### src/rtl/vending_pkg.sv
// Shared encodings, coin values, item prices and customer FSM types used by
// the vending customer transactor and anything that talks to the machine.
package vending_pkg;

  // Machine service state as seen on serviceTypeOut
  localparam logic [1:0] SERVICE_OFF  = 2'd0;
  localparam logic [1:0] SERVICE_ON   = 2'd1;
  localparam logic [1:0] SERVICE_BUSY = 2'd2;

  // Item codes on itemTypeIn / itemTypeOut
  localparam logic [1:0] ITEM_NONE = 2'd0;
  localparam logic [1:0] ITEM_A    = 2'd1;
  localparam logic [1:0] ITEM_B    = 2'd2;
  localparam logic [1:0] ITEM_C    = 2'd3;

  // Coin denominations in NTD
  localparam logic [9:0] NTD_50 = 10'd50;
  localparam logic [9:0] NTD_10 = 10'd10;
  localparam logic [9:0] NTD_5  = 10'd5;
  localparam logic [9:0] NTD_1  = 10'd1;

  // Item prices in NTD
  localparam logic [9:0] COST_A = 10'd8;
  localparam logic [9:0] COST_B = 10'd15;
  localparam logic [9:0] COST_C = 10'd22;

  typedef enum logic [2:0] {
    CUST_PURCHASED = 3'd0,
    CUST_REFUNDED  = 3'd1,
    CUST_MISMATCH  = 3'd2,
    CUST_TIMEOUT   = 3'd3,
    CUST_REJECTED  = 3'd4
  } cust_status_t;

  typedef enum logic [2:0] {
    CS_IDLE  = 3'd0,
    CS_ISSUE = 3'd1,
    CS_WAIT  = 3'd2,
    CS_CHECK = 3'd3,
    CS_RESP  = 3'd4
  } cust_state_t;

  // Price of an item; ITEM_NONE is the only code that costs nothing
  function automatic logic [9:0] itemCost(input logic [1:0] item);
    case (item)
      ITEM_A:  itemCost = COST_A;
      ITEM_B:  itemCost = COST_B;
      ITEM_C:  itemCost = COST_C;
      default: itemCost = 10'd0;
    endcase
  endfunction

endpackage

### src/rtl/vending_value_calc.sv
// Turns a set of coin counts into an NTD value and an item code into its price.
// Pure combinational; 10 bits holds the largest change (7 of every coin = 462).
module vending_value_calc
  import vending_pkg::*;
(
  input  logic [2:0] i_n50,
  input  logic [2:0] i_n10,
  input  logic [2:0] i_n5,
  input  logic [2:0] i_n1,
  input  logic [1:0] i_item,
  output logic [9:0] o_value,
  output logic [9:0] o_cost
);

  // Weighted sum of coin counts plus the price lookup
  always_comb begin
    o_value = 10'(i_n50) * NTD_50 + 10'(i_n10) * NTD_10
            + 10'(i_n5) * NTD_5 + 10'(i_n1) * NTD_1;
    o_cost  = itemCost(i_item);
  end

endmodule

### src/rtl/vending_customer.sv
// Customer-side transactor for the vending machine: takes one purchase
// request, plays it into the machine, captures what comes back and reports
// whether the machine behaved (purchase, refund, mismatch, timeout, reject).
module vending_customer
  import vending_pkg::*;
#(
  parameter int TIMEOUT = 64
)
(
  input  logic       clk,
  input  logic       reset,
  input  logic       req_valid,
  output logic       req_ready,
  input  logic [1:0] req_item,
  input  logic [1:0] req_ntd50,
  input  logic [1:0] req_ntd10,
  input  logic [1:0] req_ntd5,
  input  logic [1:0] req_ntd1,
  input  logic [1:0] vend_service,
  input  logic [1:0] vend_item,
  input  logic [2:0] vend_out50,
  input  logic [2:0] vend_out10,
  input  logic [2:0] vend_out5,
  input  logic [2:0] vend_out1,
  output logic [1:0] coin_in50,
  output logic [1:0] coin_in10,
  output logic [1:0] coin_in5,
  output logic [1:0] coin_in1,
  output logic [1:0] item_req,
  output logic       rsp_valid,
  input  logic       rsp_ready,
  output logic [2:0] rsp_status,
  output logic [1:0] rsp_item,
  output logic [7:0] rsp_paid,
  output logic [9:0] rsp_change
);

  localparam int CW = $clog2(TIMEOUT + 1);

  cust_state_t  r_state, w_stateNext;
  logic [CW-1:0] r_count, w_countNext;
  logic         w_accept, w_timeout, w_capture, w_balanced;
  logic [1:0]   r_reqItem, r_capItem;
  logic [2:0]   r_cap50, r_cap10, r_cap5, r_cap1;
  logic [9:0]   r_paid, w_paidValue, w_reqCost, w_change, w_capCost;
  logic [1:0]   r_coin50, r_coin10, r_coin5, r_coin1, r_itemReq;
  logic         r_rspValid;
  cust_status_t r_rspStatus;
  logic [1:0]   r_rspItem;
  logic [7:0]   r_rspPaid;
  logic [9:0]   r_rspChange;

  vending_value_calc u_paidCalc (
    .i_n50   ({1'b0, req_ntd50}),
    .i_n10   ({1'b0, req_ntd10}),
    .i_n5    ({1'b0, req_ntd5}),
    .i_n1    ({1'b0, req_ntd1}),
    .i_item  (req_item),
    .o_value (w_paidValue),
    .o_cost  (w_reqCost)
  );

  vending_value_calc u_changeCalc (
    .i_n50   (r_cap50),
    .i_n10   (r_cap10),
    .i_n5    (r_cap5),
    .i_n1    (r_cap1),
    .i_item  (r_capItem),
    .o_value (w_change),
    .o_cost  (w_capCost)
  );

  // Money balances when change plus the price of what came out equals what
  // went in; with ITEM_NONE (free) that is exactly a full refund.
  assign w_balanced = ((w_change + w_capCost) == r_paid);

  assign req_ready  = (r_state == CS_IDLE);
  assign coin_in50  = r_coin50;
  assign coin_in10  = r_coin10;
  assign coin_in5   = r_coin5;
  assign coin_in1   = r_coin1;
  assign item_req   = r_itemReq;
  assign rsp_valid  = r_rspValid;
  assign rsp_status = r_rspStatus;
  assign rsp_item   = r_rspItem;
  assign rsp_paid   = r_rspPaid;
  assign rsp_change = r_rspChange;

  // State register
  always_ff @(posedge clk or posedge reset) begin
    if (reset) r_state <= CS_IDLE;
    else       r_state <= w_stateNext;
  end

  // Next-state decode; capture of the OFF cycle beats a same-cycle timeout.
  // A zero-cost request can only be ITEM_NONE, so it is rejected at once.
  always_comb begin
    w_stateNext = r_state;
    w_accept    = 1'b0;
    w_timeout   = 1'b0;
    w_capture   = 1'b0;
    w_countNext = r_count + CW'(1);
    case (r_state)
      CS_IDLE: begin
        if (req_valid) begin
          w_accept    = 1'b1;
          w_stateNext = (w_reqCost == 10'd0) ? CS_RESP : CS_ISSUE;
        end
      end
      CS_ISSUE: begin
        if (w_countNext == CW'(TIMEOUT)) begin
          w_timeout   = 1'b1;
          w_stateNext = CS_RESP;
        end else if (vend_service == SERVICE_BUSY) begin
          w_stateNext = CS_WAIT;
        end
      end
      CS_WAIT: begin
        if (vend_service == SERVICE_OFF) begin
          w_capture   = 1'b1;
          w_stateNext = CS_CHECK;
        end else if (w_countNext == CW'(TIMEOUT)) begin
          w_timeout   = 1'b1;
          w_stateNext = CS_RESP;
        end
      end
      CS_CHECK: w_stateNext = CS_RESP;
      CS_RESP:  if (rsp_ready) w_stateNext = CS_IDLE;
      default:  w_stateNext = CS_IDLE;
    endcase
  end

  // Datapath: latch the request, drive the machine, capture its answer and
  // build the response, which stays frozen until the consumer takes it.
  always_ff @(posedge clk or posedge reset) begin
    if (reset) begin
      r_count     <= '0;
      r_reqItem   <= ITEM_NONE;
      r_paid      <= 10'd0;
      r_capItem   <= ITEM_NONE;
      r_cap50     <= 3'd0;
      r_cap10     <= 3'd0;
      r_cap5      <= 3'd0;
      r_cap1      <= 3'd0;
      r_coin50    <= 2'd0;
      r_coin10    <= 2'd0;
      r_coin5     <= 2'd0;
      r_coin1     <= 2'd0;
      r_itemReq   <= ITEM_NONE;
      r_rspValid  <= 1'b0;
      r_rspStatus <= CUST_PURCHASED;
      r_rspItem   <= ITEM_NONE;
      r_rspPaid   <= 8'd0;
      r_rspChange <= 10'd0;
    end else begin
      case (r_state)
        CS_IDLE: begin
          if (w_accept) begin
            r_reqItem <= req_item;
            r_paid    <= w_paidValue;
            r_count   <= '0;
            if (w_stateNext == CS_ISSUE) begin
              r_coin50  <= req_ntd50;
              r_coin10  <= req_ntd10;
              r_coin5   <= req_ntd5;
              r_coin1   <= req_ntd1;
              r_itemReq <= req_item;
            end else begin
              r_rspValid  <= 1'b1;
              r_rspStatus <= CUST_REJECTED;
              r_rspItem   <= ITEM_NONE;
              r_rspPaid   <= w_paidValue[7:0];
              r_rspChange <= 10'd0;
            end
          end
        end
        CS_ISSUE, CS_WAIT: begin
          r_count <= w_countNext;
          if (w_stateNext != CS_ISSUE) begin
            r_coin50  <= 2'd0;
            r_coin10  <= 2'd0;
            r_coin5   <= 2'd0;
            r_coin1   <= 2'd0;
            r_itemReq <= ITEM_NONE;
          end
          if (w_capture) begin
            r_capItem <= vend_item;
            r_cap50   <= vend_out50;
            r_cap10   <= vend_out10;
            r_cap5    <= vend_out5;
            r_cap1    <= vend_out1;
          end
          if (w_timeout) begin
            r_rspValid  <= 1'b1;
            r_rspStatus <= CUST_TIMEOUT;
            r_rspItem   <= ITEM_NONE;
            r_rspPaid   <= r_paid[7:0];
            r_rspChange <= 10'd0;
          end
        end
        CS_CHECK: begin
          r_rspValid  <= 1'b1;
          r_rspItem   <= r_capItem;
          r_rspPaid   <= r_paid[7:0];
          r_rspChange <= w_change;
          if ((r_capItem == r_reqItem) && w_balanced)
            r_rspStatus <= CUST_PURCHASED;
          else if ((r_capItem == ITEM_NONE) && w_balanced)
            r_rspStatus <= CUST_REFUNDED;
          else
            r_rspStatus <= CUST_MISMATCH;
        end
        CS_RESP: begin
          if (rsp_ready) r_rspValid <= 1'b0;
        end
        default: ;
      endcase
    end
  end

endmodule

### config.mk
export PLATFORM = sky130hd
export DESIGN_NAME = vending_customer
export DESIGN_NICKNAME = d
export VERILOG_FILES = /design/src/rtl/vending_pkg.sv /design/src/rtl/vending_value_calc.sv /design/src/rtl/vending_customer.sv
export SDC_FILE = /design/constraint.sdc
export NUM_CORES = 1
export LEC_CHECK = 0
export CAP_MARGIN = 20
export CORE_MARGIN = 4
export CORE_UTILIZATION = 40
export CTS_BUF_LIST = sky130_fd_sc_hd__clkbuf_4 sky130_fd_sc_hd__clkbuf_8 sky130_fd_sc_hd__clkbuf_16
export DETAILED_ROUTE_END_ITERATION = 10
export HOLD_SLACK_MARGIN = 0.03
export PLACE_DENSITY = 0.63
export SETUP_SLACK_MARGIN = 0.4
export SYNTH_ARGS = -nofsm -noshare
export SYNTH_HDL_FRONTEND = slang
export SYNTH_SLANG_ARGS = --single-unit
### constraint.sdc
create_clock -name clk -period 5.2 [get_ports clk]
set_input_delay 1.04 -clock clk [delete_from_list [all_inputs] [get_ports clk]]
set_output_delay 1.04 -clock clk [all_outputs]
set_load 0.01 [all_outputs]
; ---- After elaboration in Yosys (flattened, before gate mapping)
; Cells that the tools add are included.
[totals]
regBits = 70
latchBits = 0
ramBits = 0
mem_bits_ro = 0
input_bits = 30
out_inout_bits = 35
word_cells = 129
mem_count = 0
[op_classes]
add_sub_neg = 8
multipliers = 6
n_div = 0
order_cmp = 0
n_eq_ne = 22
shift = 0
n_mux = 58
n_bitwise = 0
reduce_logical = 16
[op_table]
columns = operator, count
row1 = two-way mux 2 bit, 16
row2 = two-way mux 10 bit, 3
row3 = two-way mux 3 bit, 10
row4 = case mux 10 bit (3 select lines), 1
row5 = case mux 5 bit (3 select lines), 2
row6 = two-way mux 8 bit, 3
row7 = case mux 8 bit (3 select lines), 1
row8 = adder 10 x 6 -> 10 bit, 2
row9 = adder 9 x 7 -> 10 bit, 2
row10 = case mux 2 bit (2 select lines), 5
row11 = case mux 3 bit (5 select lines), 1
row12 = case mux 7 bit (2 select lines), 1
row13 = multiplier 3 x 3 -> 6 bit (second input constant), 2
row14 = adder 10 bit, 1
row15 = adder 10 x 2 -> 10 bit, 1
row16 = adder 10 x 3 -> 10 bit, 1
row17 = equality test 10 bit, 1
row18 = equality test 2 bit (second input constant), 5
row19 = zero test 10 bit, 1
row20 = multiplier 2 x 3 -> 5 bit (second input constant), 2
row21 = two-way mux 1 bit, 10
row22 = case mux 3 bit (3 select lines), 1
row23 = multiplier 3 x 5 -> 8 bit (second input constant), 1
row24 = inequality test 2 bit (second input constant), 4
row25 = 24 further kinds, 33

; ---- Depth between registers and ports, before layout
; Gate-level depths: netlist of the first run.
[logic_depth]
word_depth = 10
depth_mapped = 18
ltp_nobuf = 18

; ---- Cells and area by module
; Synthesis of the first run repeated with hierarchy kept, for this count alone.
[hier_totals]
cells_unflattened = 595
area_unflattened_um2 = 5576.6
[by_module_without_submodules]
columns = mod, instances, cells_each, area_each_um2, seq_area_each_um2
row1 = vending_customer, 1, 397, 3873.7, 1751.7
row2 = vending_value_calc at u_paidCalc, 1, 98, 853.3, 0.0
row3 = vending_value_calc at u_changeCalc, 1, 100, 849.6, 0.0

; ---- Worst setup path before layout of the first run
; No wires, ideal clock.
[synth_timing]
path_kind = flip-flop to flip-flop
startpoint = register r_cap10[0]
endpoint = register r_rspStatus[1] (netlist: rsp_status[1])
setup_ps = 124
arrival_time_ps = 4531
required_time_ps = 5076
setup_slack_ps = 545
stages_incl_launch_ff = 17
path_buffers = 0
cell_sequence = dfrtp_1 > ha_1 > ha_1 > inv_1 > fa_1 > fa_1 > fa_1 > xnor2_1 > ha_1 > a21oi_1 > nand2_1 > o211ai_4 > nor2_4 > xor2_2 > xnor2_1 > or4b_1 > o31a_1
[synth_between]
elab_chain_cells = 10
elab_cells_between_ends = 11
cone_classes = 4 x add/sub / 1 x mul / 1 x eq/ne / 3 x mux / 2 x reduce/logical
[synth_rtl]
columns = element, line
row1 = "start, declared", vending_customer.sv:44  ; logic [2:0] r_cap50, r_cap10, r_cap5, r_cap1;
row2 = "start signal, assigned", vending_customer.sv:189  ; r_cap10 <= vend_out10;
row3 = multiplier 3 x 3 -> 6 bit *, vending_value_calc.sv:17  ; o_value = 10'(i_n50) * NTD_50 + 10'(i_n10) * NTD_10
row4 = adder 9 x 7 -> 10 bit *, vending_value_calc.sv:17
row5 = adder 10 x 6 -> 10 bit *, vending_value_calc.sv:18  ; + 10'(i_n5) * NTD_5 + 10'(i_n1) * NTD_1;
row6 = adder 10 x 3 -> 10 bit *, vending_value_calc.sv:18
row7 = adder 10 bit *, vending_customer.sv:75  ; assign w_balanced = ((w_change + w_capCost) == r_paid);
row8 = equality test 10 bit *, vending_customer.sv:75
row9 = logical AND 1 bit, vending_customer.sv:208  ; else if ((r_capItem == ITEM_NONE) && w_balanced)
row10 = two-way mux 2 bit, vending_customer.sv:208
row11 = two-way mux 2 bit *, vending_customer.sv:206  ; if ((r_capItem == r_reqItem) && w_balanced)
row12 = case mux 3 bit (3 select lines) *, vending_customer.sv:156  ; case (r_state)
row13 = "end signal, assigned", vending_customer.sv:207  ; r_rspStatus <= CUST_PURCHASED;
row14 = "end signal, assigned", vending_customer.sv:209  ; r_rspStatus <= CUST_REFUNDED;
row15 = "end signal, assigned", vending_customer.sv:211  ; r_rspStatus <= CUST_MISMATCH;
row16 = "end, declared", vending_customer.sv:48  ; cust_status_t r_rspStatus;
; Every way passes the cells marked *; elsewhere a longest branch is shown, timed or not.
; A chain may end at the register's enable or synchronous reset.

; ---- Final worst setup path of the first run
[layout_timing]
startpoint = register r_cap10[2]
endpoint = register r_rspStatus[1] (netlist: rsp_status[1])
; Same word-level chain as after synthesis.

==> results.txt, run 1 <==
CP arrival -> 4.83 ns
Inserted Diodes -> 0
CP required -> 5.41 ns
count of unique library cells instantiated by Yosys -> 59
filler instances -> 1000
Largest delay share family, worst path -> adder cells
FP Rows -> 38
clk sink count -> 69
Worst Max-Slew Pin Slew -> 0.996 ns
layout cells sized above 1 -> 11.3%
top cells by area, synth -> dfrtp_1 (38%), ha_1 (13%), fa_1 (5.3%), nand2_1 (4.6%), o21ai_0 (4.5%)
Finished Layout Cells -> 671
Starting Density -> 41.4%
via-per-instance ratio -> 5.17
Max Fclk -> 0.217 GHz
chip height -> 114 microns
Yosys reg bits -> 69
Worst Hold Class -> flop to flop
WL final -> 10400 microns
top post-synthesis cells by count -> dfrtp_1 (69), nand2_1 (56), ha_1 (47), o21ai_0 (41), inv_1 (34)
setup TNS -> 0 ns
Synth Net Count -> 541
1st-iter DRT viols -> 136
placed insts -> 648
Die Area -> 13100 sq um
nets -> 615
initial antenna violation count -> 0
Buf/Inv on CP -> 2
largest fanout on the critical path -> 4
I/O Pins -> 65
hpwl dp -> 7820 microns
headroom to the max-slew limit -> 33.3%
IO buf count -> 64
Worst-path clk slew -> 0.06 ns
endpoint class of the critical path -> flop
final hold vios -> 0
Post-Syn Instances -> 452
largest stage delay on the critical path -> 0.56 ns
Layout Skew -> 0.00863 ns
final setup fails -> 0
Syn-to-layout area delta -> 28.0%
chip width -> 114 microns
vias in the first global route -> 3588
Post-DP Area -> 5320 sq um
Finished Cell Area -> 5790 sq um
GRT overflow -> 0
Netlist Area Pre-Place -> 4530 sq um
total CTS buffers -> 9
fin crit period -> 4.62 ns
fin crit share -> 88.8%
CP Launch Type -> flop
CTS root buffer -> clkbuf_16
RSZ-0062 raised after global routing -> no
critical path's slowest cell -> fa_2
WL per Instance -> 15.4 microns
crit path kind -> flop to flop
final max-slew violation count -> 0
CTS tree -> yes
All-Layer GR Usage -> 16.7%
DRT antenna net count -> 0
largest area contributor in the netlist -> dfrtp_1
1st-pass router iterations -> 4
Max Cap Viol -> 0
first-pass GRT wire length -> 17400 microns
CTS HTree Levels -> 3
Max clock buf depth -> 2
GP Congestion -> 0.779
Yosys warning count -> 0
largest net degree at the start of global routing -> 39
Avg Inst Size Synth -> 10.0 sq um
Yosys top cell area share -> 38.2%
sequential area share after synthesis -> 38.2%
via count -> 3470
clk_lat worst skew -> 0.33 ns
number of enable flip-flop cells after synthesis -> 0
Main synth FF type -> dfrtp_1
most frequent cell after synthesis -> dfrtp_1
Residual DRC -> 0
Core Footprint -> 10900 sq um
status -> finished, final reports clean
asr flop ratio synth -> 100%
critical path cell sequence -> ha_1, ha_1, inv_1, fa_1, fa_1, fa_2, inv_1, ha_4, nand2_2, nor3b_4, o211ai_4, nor2_4, xor2_2, xnor2_1, or4b_4, o31a_1
[layout by cell type (no fill, tap or decap), types with 2 or more instances in the layout]
cell / synthesis / layout
dfrtp_1: 69 / 69
clkdlybuf4s50_1: 0 / 64
nand2_1: 56 / 55
ha_1: 47 / 43
o21ai_0: 41 / 41
inv_1: 34 / 33
nor2_1: 28 / 28
a21oi_1: 16 / 16
a22o_1: 16 / 16
xnor2_1: 16 / 15
mux2_2: 11 / 11
fa_1: 12 / 11
nand3_1: 10 / 10
xor2_1: 10 / 10
clkbuf_16: 0 / 9
buf_4: 0 / 9
a21o_1: 6 / 6
nand2b_1: 5 / 5
o21a_1: 5 / 5
o21bai_1: 5 / 5
clkbuf_8: 0 / 4
a211oi_1: 3 / 3
or2_2: 3 / 3
ha_4: 0 / 3
or2_1: 2 / 2
and2_1: 2 / 2
o31ai_1: 2 / 2
mux2i_1: 2 / 2
o211ai_1: 2 / 2
nor3_1: 2 / 2
nor2b_1: 2 / 2
o21ai_1: 2 / 2
xor2_2: 2 / 2
a2bb2oi_1: 2 / 2
bufinv_16: 0 / 2
[per-layer routing]
layer,vias up,routed length (microns),track usage [%]
met5,-,0,0
met4,0,63,4.91
met3,4,495,3.91
met1,1683,4700,22.3
met2,67,5100,27.1
li1,1716,-,-
[cells by family after synthesis]
kind of cell	Yosys count	synth area share, %
xor+xnor	30	6.72
flops	69	38.2
simple gates	125	13.2
fa+ha+maj	59	18.3
buf+inv	44	3.65
compound gates	112	16.8
mux	13	3.18
[layout make-up]
type	instances	area [sq um]	share of cell area [%]
Timing Repair Buffer	73	708	12.2
Sequential cell	69	1730	29.8
Clock buffer	13	280	4.84
Multi-Input combinational cell	339	2710	46.8
Inverter	34	128	2.20
Clock inverter	3	65.1	1.12
Tap cell	140	175	3.03
[state kept, by name, summed over array words and instances (netlist names), 3 cells and up]
name        cells
rsp_change     10
r_paid          9
rsp_paid        8
r_count         7
r_cap10         3
r_cap1          3
r_cap50         3
r_cap5          3
r_state         3
rsp_status      3
[per-stage QoR]
stage	hold WS [ns]	util (%)	setup slack, ns
after CTS	0.493	52.3	0.420
final	0.485	53.0	0.583
after floorplan	0.467	-	0.545
after global routing	0.507	53.0	0.403
after detailed placement	0.476	48.6	0.274
after global placement	0.462	48.6	0.384
[worst paths after layout]
path	slack (ns)	end	cells past startpoint	startpoint
setup reg to reg	0.58	rsp_status[1]	16	r_cap10[2]
setup / recovery	0.58	rsp_status[1]	16	r_cap10[2]
hold reg to reg	0.49	rsp_valid	2	rsp_valid
min in group asynchronous	1.21	rsp_change[9]	2	reset
hold / removal	0.49	rsp_valid	2	rsp_valid
max in group asynchronous	3.04	coin_in10[1]	3	reset
[repair_timing]
item / 4_1_cts / 5_1_grt
gates resized for setup: 6 / 4
hold buffers: 0 / 0
buffers inserted: 0 / 7
endpoints found under the setup margin: 2 / 2
pin swaps: 3 / 13
[tightest hold or removal path, delay by kind of cell, from the launching register on]
family,cells,cell delay [ns]
flip-flops,1,0.34
AND/OR/NAND/NOR,2,0.11
Power of run 1 is not shown: default switching activity piles up to over one toggle a cycle in this logic, so the estimate is an artifact.
==> run 2: changes to the inputs <==
--- a/config.mk
+++ b/config.mk
@@ -7,11 +7,13 @@
 export LEC_CHECK = 0
 export CAP_MARGIN = 20
 export CORE_MARGIN = 4
-export CORE_UTILIZATION = 40
+export CORE_UTILIZATION = 44
 export CTS_BUF_LIST = sky130_fd_sc_hd__clkbuf_4 sky130_fd_sc_hd__clkbuf_8 sky130_fd_sc_hd__clkbuf_16
+export CTS_CLUSTER_DIAMETER = 120
+export CTS_CLUSTER_SIZE = 16
 export DETAILED_ROUTE_END_ITERATION = 10
 export HOLD_SLACK_MARGIN = 0.03
-export PLACE_DENSITY = 0.63
+export PLACE_DENSITY = 0.68
 export SETUP_SLACK_MARGIN = 0.4
 export SYNTH_ARGS = -nofsm -noshare
 export SYNTH_HDL_FRONTEND = slang
==> run 2 against run 1 <==
  * Clock-buffer cell count decreased by 3
  * Worst setup slack got worse by 0.060 ns
  * Via count decreased by 0.23%
  * Sequential share of layout area increased by 0.93 points
  * Critical path type unchanged
  * Critical endpoint unchanged
  * Highest routed layer unchanged
==> results.txt, run 2 (synthesis gave the netlist of run 1 again) <==
CP Launch Type -> flop
Largest delay share family, worst path -> adder cells
worst setup path start -> r_cap1[2]
clk_lat worst skew -> 0.34 ns (about the same)
RSZ-0062 raised after global routing -> no
# hold bufs at CTS -> 0 (unchanged)
flop2flop setup slack -> 0.52 ns (-0.06 ns)
DRT antenna net count -> 0 (unchanged)
CTS HTree Levels -> 3 (unchanged)
Die Area -> 12000 sq um (-8.5%)
max reg flops -> 10 (unchanged)
CP required -> 5.42 ns (about the same)
All-Layer GR Usage -> 17.6% (+0.96 points)
Residual DRC -> 0 (unchanged)
initial antenna violation count -> 0 (unchanged)
CP arrival -> 4.90 ns (+0.07 ns)
largest fanout on the critical path -> 4 (unchanged)
final max-slew violation count -> 0 (unchanged)
headroom to the max-slew limit -> 33.2% (-0.13 points)
chip height -> 109 microns (-4.3%)
critical path's slowest cell -> fa_1
Layout Skew -> 0.00916 ns (+0.000525 ns)
critical path cell sequence -> fa_1, ha_4, fa_1, ha_2, inv_2, fa_2, inv_2, ha_4, nand2_4, nor3b_4, buf_4, nor2_1, xor2_2, xor2_4, or4b_4, o31a_1
Reg-to-Reg Start -> r_cap1[2]
Core Footprint -> 9910 sq um (-9.4%)
largest stage delay on the critical path -> 0.62 ns (+0.06 ns)
layout cells sized above 1 -> 11.6% (+0.25 points)
endpoint class of the critical path -> flop
FP Rows -> 36 (-5.3%)
largest net degree at the start of global routing -> 43 (+10%)
Max Fclk -> 0.214 GHz (-1.3%)
status -> finished, final reports clean
fin crit period -> 4.68 ns (+0.0605 ns)
clk sink count -> 69 (unchanged)
nets -> 614 (-0.16%)
IO buf count -> 64 (unchanged)
crit path kind -> flop to flop
I/O Pins -> 65 (unchanged)
commonest non-fill, non-tap cells in the layout -> dfrtp_1 (68), clkdlybuf4s50_1 (64), nand2_1 (55)
1st-pass router iterations -> 4 (unchanged)
first-pass GRT wire length -> 16600 microns (-4.4%)
CTS root buffer -> clkbuf_8
Syn-to-layout area delta -> 24.2%
WL final -> 9850 microns (-4.9%)
Max Cap Viol -> 0 (unchanged)
Worst-path clk slew -> 0.08 ns (+0.02 ns)
Worst Hold Class -> flop to flop
total CTS buffers -> 9 (unchanged)
final setup fails -> 0 (unchanged)
Max clock buf depth -> 2 (unchanged)
Hold Crit Start -> rsp_valid
1st-iter DRT viols -> 147 (+8.1%)
hpwl dp -> 7600 microns (-2.9%)
WL per Instance -> 14.9 microns (-3.5%)
Buf/Inv on CP -> 3 (+1)
fin crit share -> 89.9% (+1.2 points)
via-per-instance ratio -> 5.24 (+1.3%)
GRT overflow -> 0 (unchanged)
GP Congestion -> 0.851 (+9.3%)
Inserted Diodes -> 0 (unchanged)
vias in the first global route -> 3476 (-3.1%)
chip width -> 109 microns (-4.3%)
filler instances -> 885 (-12%)
final hold vios -> 0 (unchanged)
setup TNS -> 0 ns (unchanged)
via count -> 3462 (-0.23%)
Worst Max-Slew Pin Slew -> 0.998 ns (+0.00199 ns)
Starting Density -> 45.7% (+4.3 points)
leading cell type in the layout, fill and taps excluded -> dfrtp_1
CTS tree -> yes
run 2: final timing paths:
kind                            endpoint  cells after the start
setup / recovery           rsp_status[1]                     16
hold / removal                 rsp_valid                      2
setup reg to reg           rsp_status[1]                     16
hold reg to reg                rsp_valid                      2
max in group asynchronous   coin_in10[1]                      3
min in group asynchronous  rsp_change[8]                      2
run 2: tightest hold or removal path: cells and delay by family, from the launching register on:
kind / cells / cell delay, ns
flip-flops: 1 / 0.35
AND/OR/NAND/NOR: 2 / 0.10
run 2: repair_timing:
action                                 in CTS  in global routing
endpoints found under the hold margin       0                  0
setup endpoints to repair                   2                  2
pin swaps                                   3                 14
gates resized for setup                     5                 10
setup buffers                               3                  3
run 2: routing by layer:
| layer | routed length (microns) | track usage, % | vias to the layer above |
|---|---|---|---|
| li1 | - | - | 1716 |
| met1 | 4560 | 23.3 | 1683 |
| met2 | 4790 | 29.2 | 55 |
| met3 | 403 | 4.87 | 8 |
| met4 | 92 | 3.74 | 0 |
| met5 | 0 | 0 | - |
run 2: final cells by class:
class                      instances  area [sq um]  area share, %
timing repair buffer              72           701           12.5
inverter                          34           128           2.27
tap                              133           166           2.96
clock buffer                      10           131           2.34
multi-input combinational        339          2720           48.3
clock inverter                     4          51.3          0.913
sequential                        69          1730           30.7
run 2: per-stage QoR:
stage	hold slack [ns]	setup slack (ns)	instances	utilization [%]	area, sq um
floorplan	0.467	0.545	452	-	4530
global placement	0.464	0.399	641	53.6	5310
detailed placement	0.469	0.214	641	53.6	5310
CTS	0.487	0.402	658	56.1	5560
global route	0.518	0.391	661	56.7	5620
finish	0.482	0.523	661	56.7	5620
Power of run 2 is left out for the same reason.
==> run 3: changes to the inputs <==
--- a/config.mk
+++ b/config.mk
@@ -6,14 +6,16 @@
 export NUM_CORES = 1
 export LEC_CHECK = 0
 export CAP_MARGIN = 20
+export CELL_PAD_IN_SITES_DETAIL_PLACEMENT = 2
+export CELL_PAD_IN_SITES_GLOBAL_PLACEMENT = 2
 export CORE_MARGIN = 4
-export CORE_UTILIZATION = 44
+export CORE_UTILIZATION = 35
 export CTS_BUF_LIST = sky130_fd_sc_hd__clkbuf_4 sky130_fd_sc_hd__clkbuf_8 sky130_fd_sc_hd__clkbuf_16
 export CTS_CLUSTER_DIAMETER = 120
 export CTS_CLUSTER_SIZE = 16
 export DETAILED_ROUTE_END_ITERATION = 10
 export HOLD_SLACK_MARGIN = 0.03
-export PLACE_DENSITY = 0.68
+export PLACE_DENSITY = 0.81
 export SETUP_SLACK_MARGIN = 0.4
 export SYNTH_ARGS = -nofsm -noshare
 export SYNTH_HDL_FRONTEND = slang
==> run 3 against run 2 <==
  * Clock skew fell by 0.0023 ns
  * Maximum frequency fell by 1.9%
  * Core utilization fell by 9.8 points
  * Design area rose by 5.3%
  * Sequential share of layout area fell by 1.5 points
  * Routed wire length rose by 55%
  * Cell count rose by 6.8%
  * Worst setup slack got worse by 0.089 ns
  * Non-clock buffer count rose by 4
  * Worst hold slack improved by 0.010 ns
  * Global-route usage rose by 3.2 points
  * Register-to-register slack got worse by 0.09 ns
  * Highest routed layer unchanged
==> results.txt, run 3 (synthesis gave the netlist of run 1 again) <==
1st-pass router iterations -> 4 (unchanged)
worst setup path start -> r_cap10[2]
DRT antenna net count -> 0 (unchanged)
most frequent CP cell -> ha_1
Max Fclk -> 0.210 GHz (-1.9%)
max reg flops -> 10 (unchanged)
largest fanout on the critical path -> 4 (unchanged)
largest net degree at the start of global routing -> 45 (+4.7%)
Max clock buf depth -> 2 (unchanged)
Buf/Inv on CP -> 2 (-1)
Residual DRC -> 0 (unchanged)
CTS HTree Levels -> 3 (unchanged)
flop2flop setup slack -> 0.43 ns (-0.09 ns)
GP Congestion -> 0.804 (-5.6%)
total CTS buffers -> 9 (unchanged)
Layout Skew -> 0.00685 ns (-0.00231 ns)
Finished Cell Area -> 5920 sq um (+5.3%)
Post-DP Area -> 5360 sq um (+0.92%)
r2r endpoint -> rsp_status[1]
# hold bufs at CTS -> 0 (unchanged)
I/O Pins -> 65 (unchanged)
leading cell type in the layout, fill and taps excluded -> dfrtp_1
Starting Density -> 35.9% (-9.8 points)
FP Rows -> 41 (+14%)
setup TNS -> 0 ns (unchanged)
CP arrival -> 5.00 ns (+0.10 ns)
vias in the first global route -> 4248 (+22%)
CP required -> 5.44 ns (+0.02 ns)
via count -> 3717 (+7.4%)
WL per Instance -> 21.7 microns (+45%)
fin crit period -> 4.77 ns (+0.0890 ns)
Max Cap Viol -> 0 (unchanged)
fin crit share -> 91.7% (+1.7 points)
CP Launch Type -> flop
All-Layer GR Usage -> 20.8% (+3.2 points)
chip height -> 122 microns (+11%)
Worst-path clk slew -> 0.06 ns (-0.02 ns)
final hold vios -> 0 (unchanged)
CTS tree -> yes
Inserted Diodes -> 0 (unchanged)
endpoint class of the critical path -> flop
Worst Max-Slew Pin Slew -> 0.916 ns (-0.0822 ns)
nets -> 618 (+0.65%)
Reg-to-Reg Start -> r_cap10[2]
initial antenna violation count -> 0 (unchanged)
CP Depth -> 18 (+2)
clk_lat worst skew -> 0.35 ns (about the same)
RSZ-0062 raised after global routing -> yes
CTS root buffer -> clkbuf_16
via-per-instance ratio -> 5.26 (+0.52%)
Core Footprint -> 12600 sq um (+27%)
Die Area -> 14800 sq um (+24%)
critical path cell sequence -> ha_1, ha_1, ha_1, ha_1, inv_1, fa_1, inv_1, ha_4, xnor2_4, ha_4, a21oi_2, nand2_2, o211ai_4, nor2_4, xor2_2, xnor2_1, or4b_4, o31a_1
layout cells sized above 1 -> 13.5% (+1.9 points)
Largest delay share family, worst path -> adder cells
clk sink count -> 69 (unchanged)
final setup fails -> 0 (unchanged)
Final Worst Setup Slack -> 0.434 ns (-0.0890 ns)
WL final -> 15300 microns (+55%)
IO buf count -> 64 (unchanged)
1st-iter DRT viols -> 144 (-2.0%)
Setup crit end -> rsp_status[1]
FF-to-FF path depth -> 18 (+2)
critical path's slowest cell -> fa_1
status -> finished, final reports clean
final max-slew violation count -> 0 (unchanged)
largest stage delay on the critical path -> 0.53 ns (-0.09 ns)
first-pass GRT wire length -> 23700 microns (+42%)
chip width -> 122 microns (+11%)
DP Worst Slack -> 0.100 ns (-0.113 ns)
GRT overflow -> 0 (unchanged)
headroom to the max-slew limit -> 38.9% (+5.7 points)
hpwl dp -> 10400 microns (+37%)
filler instances -> 1332 (+51%)
Worst Hold Class -> flop to flop
commonest non-fill, non-tap cells in the layout -> dfrtp_1 (68), clkdlybuf4s50_1 (64), nand2_1 (54)
Syn-to-layout area delta -> 30.7%
crit path kind -> flop to flop
## run 3: cell count changes in the layout (fill, tap and decap cells not counted), sizes merged
| cell | delta |
|---|---|
| buf | +3 |
| bufinv | +1 |
| clkinv | +1 |
| inv | +1 |
## run 3: how the worst min path moves through the flow
stage | from | to | cells after the start
4_1_cts | rsp_paid[6] | rsp_paid[6] | 2
6_report | rsp_paid[6] | rsp_paid[6] | 2
2_1_floorplan | r_reqItem[0] | r_reqItem[0] | 2
5_1_grt | item_req[1] | item_req[1] | 1
3_3_place_gp | rsp_change[9] | rsp_change[9] | 2
3_5_place_dp | rsp_paid[6] | rsp_paid[6] | 2
## run 3: routing by layer
layer / wire (microns) / share of wire [%] / GRT usage, % / up-vias
met5: 0 / 0 / 0 / -
met4: 276 / 1.8 / 7.14 / 0
met3: 430 / 2.8 / 4.27 / 19
met2: 7790 / 51 / 35.4 / 71
met1: 6800 / 44 / 26.4 / 1907
li1: - / - / - / 1720
## run 3: timing repair
action	CTS	global route
hold endpoints to repair	0	0
pin swaps	13	6
endpoints found under the setup margin	2	2
gates resized for setup	11	13
setup buffers	6	2
## run 3: stage by stage
stage / cells / hold slack (ns) / util [%]
2_1_floorplan: 452 / 0.467 / -
3_3_place_gp: 680 / 0.461 / 42.5
3_5_place_dp: 680 / 0.474 / 42.5
4_1_cts: 702 / 0.493 / 45.9
5_1_grt: 706 / 0.526 / 46.9
6_report: 706 / 0.492 / 46.9
## run 3: layout make-up
class	instances	area [sq um]	area share, %
Inverter	34	128	2.16
Sequential cell	69	1730	29.2
Clock inverter	7	98.8	1.67
Clock buffer	9	225	3.81
Tap cell	172	215	3.64
Timing Repair Buffer	76	749	12.7
Multi-Input combinational cell	339	2770	46.9
## run 3: worst min-delay path, cell delays in order, from the launching register on
cell,delay (ns)
dfrtp_1,0.35
nand2_1,0.05
o21ai_0,0.06
Power of run 3 is left out for the same reason.
